### src/rtl/bambu_mem_arbiter_2to1_pkg.sv
// Shared types, constants and helpers for the 2:1 Bambu memory arbiter.
package bambu_mem_arb_pkg;

  localparam int unsigned N_CH  = 2;
  localparam int unsigned LAT_W = 4;

  typedef enum logic [1:0] {
    IDLE   = 2'd0,
    ACCESS = 2'd1,
    WAIT   = 2'd2,
    RESP   = 2'd3
  } arb_state_e;

  // LSB position of channel `ch` inside a packed per-channel bus of slice width `width`.
  function automatic int unsigned ch_lsb(input logic ch, input int unsigned width);
    return ch ? width : 32'd0;
  endfunction

endpackage

### src/rtl/bambu_mem_arbiter_2to1_rr_pick2.sv
// Two-input round-robin picker: one-hot grant, tie broken by the pointer.
module rr_pick2 (
  input  logic [1:0] req_i,
  input  logic       ptr_i,
  output logic [1:0] gnt_c_o
);

  // Single requester wins outright; on a tie the pointer names the favoured channel.
  always_comb begin
    gnt_c_o = 2'b00;
    case (req_i)
      2'b01:   gnt_c_o = 2'b01;
      2'b10:   gnt_c_o = 2'b10;
      2'b11:   gnt_c_o = ptr_i ? 2'b10 : 2'b01;
      default: gnt_c_o = 2'b00;
    endcase
  end

endmodule

### src/rtl/bambu_mem_arbiter_2to1.sv
// Serialises two Bambu master memory channels onto one single-port synchronous RAM.
module bambu_mem_arbiter_2to1
  import bambu_mem_arb_pkg::*;
#(
  parameter int unsigned ADDR_W   = 7,
  parameter int unsigned DATA_W   = 8,
  parameter int unsigned SIZE_W   = 4,
  parameter int unsigned READ_LAT = 2
) (
  input  logic                     clock,
  input  logic                     reset,
  input  logic [N_CH-1:0]          Mout_oe_ram,
  input  logic [N_CH-1:0]          Mout_we_ram,
  input  logic [N_CH*ADDR_W-1:0]   Mout_addr_ram,
  input  logic [N_CH*DATA_W-1:0]   Mout_Wdata_ram,
  input  logic [N_CH*SIZE_W-1:0]   Mout_data_ram_size,
  output logic [N_CH*DATA_W-1:0]   M_Rdata_ram,
  output logic [N_CH-1:0]          M_DataRdy,
  output logic                     mem_en,
  output logic                     mem_we,
  output logic [ADDR_W-1:0]        mem_addr,
  output logic [DATA_W-1:0]        mem_wdata,
  output logic [SIZE_W-1:0]        mem_size,
  input  logic [DATA_W-1:0]        mem_rdata,
  output logic                     busy,
  output logic                     proto_err
);

  arb_state_e               state_q, state_d;
  logic                     grant_q, grant_d;
  logic                     op_we_q, op_we_d;
  logic [ADDR_W-1:0]        addr_q, addr_d;
  logic [DATA_W-1:0]        wdata_q, wdata_d;
  logic [SIZE_W-1:0]        size_q, size_d;
  logic [LAT_W-1:0]         cnt_q, cnt_d;
  logic [DATA_W-1:0]        rdata_q, rdata_d;
  logic                     ptr_q, ptr_d;
  logic                     perr_q, perr_d;
  logic                     en_q, en_d;
  logic                     mwe_q, mwe_d;
  logic [N_CH-1:0]          rdy_q, rdy_d;
  logic [N_CH*DATA_W-1:0]   mrdata_q, mrdata_d;
  logic                     busy_q, busy_d;

  logic [N_CH-1:0]          req_c;
  logic [N_CH-1:0]          gnt_c;
  logic                     pick_c;

  // A channel requests only when exactly one of oe/we is raised.
  assign req_c  = Mout_oe_ram ^ Mout_we_ram;
  assign pick_c = gnt_c[1];

  rr_pick2 u_pick (
    .req_i   (req_c),
    .ptr_i   (ptr_q),
    .gnt_c_o (gnt_c)
  );

  // State, latched transaction and registered outputs.
  always_ff @(posedge clock or negedge reset) begin
    if (!reset) begin
      state_q  <= IDLE;
      grant_q  <= 1'b0;
      op_we_q  <= 1'b0;
      addr_q   <= '0;
      wdata_q  <= '0;
      size_q   <= '0;
      cnt_q    <= '0;
      rdata_q  <= '0;
      ptr_q    <= 1'b0;
      perr_q   <= 1'b0;
      en_q     <= 1'b0;
      mwe_q    <= 1'b0;
      rdy_q    <= '0;
      mrdata_q <= '0;
      busy_q   <= 1'b0;
    end else begin
      state_q  <= state_d;
      grant_q  <= grant_d;
      op_we_q  <= op_we_d;
      addr_q   <= addr_d;
      wdata_q  <= wdata_d;
      size_q   <= size_d;
      cnt_q    <= cnt_d;
      rdata_q  <= rdata_d;
      ptr_q    <= ptr_d;
      perr_q   <= perr_d;
      en_q     <= en_d;
      mwe_q    <= mwe_d;
      rdy_q    <= rdy_d;
      mrdata_q <= mrdata_d;
      busy_q   <= busy_d;
    end
  end

  // Next-state logic; outputs are computed for the state being entered so they register cleanly.
  always_comb begin
    state_d  = state_q;
    grant_d  = grant_q;
    op_we_d  = op_we_q;
    addr_d   = addr_q;
    wdata_d  = wdata_q;
    size_d   = size_q;
    cnt_d    = cnt_q;
    rdata_d  = rdata_q;
    ptr_d    = ptr_q;
    en_d     = 1'b0;
    mwe_d    = 1'b0;
    rdy_d    = '0;
    mrdata_d = '0;
    perr_d   = perr_q | (|(Mout_oe_ram & Mout_we_ram));

    case (state_q)
      IDLE: begin
        if (|req_c) begin
          grant_d = pick_c;
          op_we_d = Mout_we_ram[pick_c];
          addr_d  = Mout_addr_ram[ch_lsb(pick_c, ADDR_W) +: ADDR_W];
          wdata_d = Mout_Wdata_ram[ch_lsb(pick_c, DATA_W) +: DATA_W];
          size_d  = Mout_data_ram_size[ch_lsb(pick_c, SIZE_W) +: SIZE_W];
          en_d    = 1'b1;
          mwe_d   = Mout_we_ram[pick_c];
          state_d = ACCESS;
        end
      end
      ACCESS: begin
        if (op_we_q) begin
          rdy_d[grant_q] = 1'b1;
          state_d        = RESP;
        end else begin
          cnt_d   = LAT_W'(READ_LAT);
          state_d = WAIT;
        end
      end
      WAIT: begin
        if (cnt_q == LAT_W'(1)) begin
          rdata_d                                     = mem_rdata;
          rdy_d[grant_q]                              = 1'b1;
          mrdata_d[ch_lsb(grant_q, DATA_W) +: DATA_W] = mem_rdata;
          state_d                                     = RESP;
        end else begin
          cnt_d = cnt_q - LAT_W'(1);
        end
      end
      RESP: begin
        ptr_d   = ~grant_q;
        state_d = IDLE;
      end
      default: state_d = IDLE;
    endcase

    busy_d = (state_d != IDLE);
  end

  assign M_Rdata_ram = mrdata_q;
  assign M_DataRdy   = rdy_q;
  assign mem_en      = en_q;
  assign mem_we      = mwe_q;
  assign mem_addr    = addr_q;
  assign mem_wdata   = wdata_q;
  assign mem_size    = size_q;
  assign busy        = busy_q;
  assign proto_err   = perr_q;

endmodule

### config.mk
export PLATFORM = sky130hd
export DESIGN_NAME = bambu_mem_arbiter_2to1
export DESIGN_NICKNAME = d
export VERILOG_FILES = /design/src/rtl/bambu_mem_arbiter_2to1_pkg.sv /design/src/rtl/bambu_mem_arbiter_2to1_rr_pick2.sv /design/src/rtl/bambu_mem_arbiter_2to1.sv
export SDC_FILE = /design/constraint.sdc
export NUM_CORES = 1
export LEC_CHECK = 0
export ABC_CLOCK_PERIOD_IN_PS = 1550
export CORE_UTILIZATION = 40
export DETAILED_ROUTE_END_ITERATION = 16
export PLACE_DENSITY_LB_ADDON = 0.12
export SLEW_MARGIN = 20
export SYNTH_ARGS = -nofsm -noshare
export SYNTH_HDL_FRONTEND = slang
export SYNTH_SLANG_ARGS = --single-unit
### constraint.sdc
create_clock -name clock -period 1.55 [get_ports clock]
set_input_delay 0.2325 -clock clock [delete_from_list [all_inputs] [get_ports clock]]
set_output_delay 0.2325 -clock clock [all_outputs]
set_load 0.05 [all_outputs]
==> impl_metrics.yaml <==
timing:
  relSlewSlack_pct: 77.0
  timing.fmax_mhz: 697
  setup_violations: 0
  period_minus_slack_ps: 1440
  tightest_slew_ps: 345
  final-max-slew-violation-count: 0
  fin_crit_sh_pct: 92.6
  clock_skew_ps: 2.68
  fin_tns_setup_ps: 0
  rsz0062_at_grt: "no"
  hold_violations: 0
final_layout:
  final_cell_area_um2: 3500
  fin_nets: 390
  final_cells: 403
  drive_gt1_share_pct: 26.0
  synthToLayoutAreaGrowth_pct: 50.5
  final_cell_mix: "62 x buf_4, 50 x dfrtp_1, 50 x clkdlybuf4s50_1"
  final_common_cell: "buf_4"
  insertedDiodeCount: 0
floorplanning:
  row_count: 27
  dieArea_um2: 6130
  start_util_pct: 42.0
  core_um2: 5540
  chipHeight_um: 78.3
  ios: 93
  fp.dieW_um: 78.3
pwr:
  power_leakage_nw: 1.59
  clkPwrFrac_pct: 12.3
  p_comb_share_pct: 56.6
  p_switching_mw: 3.00
  swShare_pct: 46.2
  pwr-share-seq_pct: 31.0
  power_density_nw_per_um2: 1860
  ir_worst_vdd_mv: 1.30
  p_int_mw: 3.50
job:
  cap_violations: 0
grt:
  grt_pass1_wl_um: 9150
  grt_pass1_vias: 1997
  grtUsageTotal_pct: 18.9
  grt_overflow: 0
  antenna_found_initial: 0
  grt_max_degree: 51
route:
  drtPass1Iterations: 4
  first_iter_violations: 78
  drt.antenna.violating_nets: 0
  vias_per_cell: 5.04
  vias: 2030
  wirelength_um: 5550
  drc: 0
  wire_per_inst_um: 13.8
critical_path:
  crit_path_start_kind: "register"
  endpoint_kind: "register"
  path_max_fanout: 4
  setup.worst_path.class: "register to register"
  arrival_ps: 1610
  required_ps: 1720
yosys:
  yosys_warnings: 0
  synth-seq-cells: 50
  syn_avg_cell_area_um2: 10.5
  synth.net_count: 281
  synth_area_um2: 2330
  synth.distinct_cells: 36
  synthesis.instances: 221
  yosysSeqAreaShare_pct: 53.8
placement:
  place.gp.congestion: 0.758
  placed_area_um2: 3380
  place_inst: 393
  io_buffers: 92
  dp_hpwl_um: 4070
worst_hold_path:
  hp-class: "primary input to async pin"
clock_network:
  cts_buffer_depth: 2
  clockRootBuffer: "clkbuf_8"
  numCtsBuffers: 5
  htree_levels: 2
  clock_sinks: 50
  insertion_delay_ps: 300
  cts.reportedPaths.clkPinSlew_ps: 100
  cts_tree: "done"
status:
  status: "finished clean"
## Yosys cell counts
| cell type | number | share of area, % |
|---|---|---|
| a21oi_1 | 3 | 0.64 |
| a31oi_1 | 22 | 5.9 |
| a32oi_1 | 1 | 0.38 |
| and2_1 | 9 | 2.4 |
| and2b_1 | 1 | 0.32 |
| and3_1 | 8 | 2.2 |
| and4bb_1 | 1 | 0.54 |
| buf_2 | 8 | 1.7 |
| buf_6 | 1 | 0.48 |
| clkbuf_1 | 7 | 1.1 |
| dfrtp_1 | 50 | 54 |
| ha_1 | 8 | 4.3 |
| inv_1 | 8 | 1.3 |
| inv_2 | 1 | 0.16 |
| nand2_1 | 3 | 0.48 |
| nand3b_1 | 22 | 7.1 |
| nand4b_1 | 3 | 1.1 |
| nand4bb_1 | 1 | 0.48 |
| nor2_1 | 22 | 3.5 |
| nor2_2 | 2 | 0.54 |
| nor2b_1 | 2 | 0.54 |
| nor2b_4 | 1 | 0.59 |
| nor3_1 | 2 | 0.43 |
| nor3_2 | 1 | 0.43 |
| nor3b_1 | 1 | 0.32 |
| nor4_1 | 1 | 0.27 |
| nor4_2 | 1 | 0.54 |
| o2111ai_1 | 1 | 0.38 |
| o211ai_1 | 2 | 0.64 |
| o21ai_0 | 21 | 4.5 |
| o21ai_1 | 2 | 0.43 |
| o21ai_2 | 1 | 0.38 |
| o221a_1 | 1 | 0.48 |
| o221ai_1 | 1 | 0.38 |
| o31ai_4 | 1 | 0.91 |
| or3_1 | 1 | 0.27 |
## logic make-up after synthesis
logic type                 share of synthesized area (%)
AOI/OAI and AO/OA                                   15.1
DFF                                                 53.8
buffers and inverters                               4.79
adders and majority gates                           4.30
and+or+nand+nor                                     22.1
## worst max-delay path: stages (launching register included)
cell,delay (ps)
dfrtp_1,390
buf_4,140
ha_1,190
and2_1,180
nor4_1,220
o221ai_1,170
## registers in the layout (all words and copies together) (netlist names), 2 cells and up
register,flops
M_DataRdy,2
M_Rdata_ram,16
cnt_q,4
mem_addr,7
mem_size,4
mem_wdata,8
state_q,2
## metrics by stage
stage	power [mW]	utilization (%)	worst slack [ps]	hold slack [ps]
2_1_floorplan	4.40	-	147	-63.1
3_3_place_gp	5.67	61.1	-203	245
3_5_place_dp	5.73	61.1	-210	244
4_1_cts	6.55	63.0	66.6	443
5_1_grt	6.92	63.2	19.3	457
6_report	6.50	63.2	115	441
## path summary, 6_finish.rpt
path | from | end | slack [ps] | cells after the start
max in group asynchronous | reset | mem_wdata[0]$_DFFE_PN0P_ | 890 | 3
max reg2reg | state_q[0]$_DFF_PN0_ | cnt_q[3]$_DFFE_PN0P_ | 110 | 5
max | state_q[0]$_DFF_PN0_ | cnt_q[3]$_DFFE_PN0P_ | 110 | 5
min reg2reg | proto_err$_DFF_PN0_ | proto_err$_DFF_PN0_ | 500 | 1
min in group clock | Mout_addr_ram[0] | mem_addr[0]$_DFFE_PN0P_ | 490 | 3
min | reset | cnt_q[0]$_DFFE_PN0P_ | 440 | 3
## final cells by class
type | instances | area (um2)
fillers | 494 | 2040
flip-flops and latches | 50 | 1250
repair buffers | 118 | 1060
multi-input cells | 146 | 970
well taps | 72 | 90.1
clock buffers | 5 | 68.8
inverters | 9 | 33.8
clock inverters | 3 | 28.8
## power by group through the flow
stage	sequential, mW	clock (mW)	combinational, mW
6_report	2.02	0.803	3.68
3_3_place_gp	2.03	0	3.64
2_1_floorplan	3.11	0	1.29
3_5_place_dp	2.05	0	3.68
5_1_grt	2.08	0.905	3.93
4_1_cts	2.02	0.836	3.69
## metal layers
layer | GRT usage [%] | routed length, um | vias to the layer above
met5 | 0 | 0 | -
met4 | 6.30 | 74 | 0
met3 | 5.35 | 361 | 7
met2 | 32.3 | 2750 | 69
met1 | 22.8 | 2370 | 952
li1 | - | - | 1002
## repair_timing
action,4_1_cts,5_1_grt
endpoints found under the setup margin,0,2
hold endpoints to repair,50,0
setup buffers,0,1
hold buffers,1,0
gates resized for setup,0,3
Power figures use the tool's default switching activity.
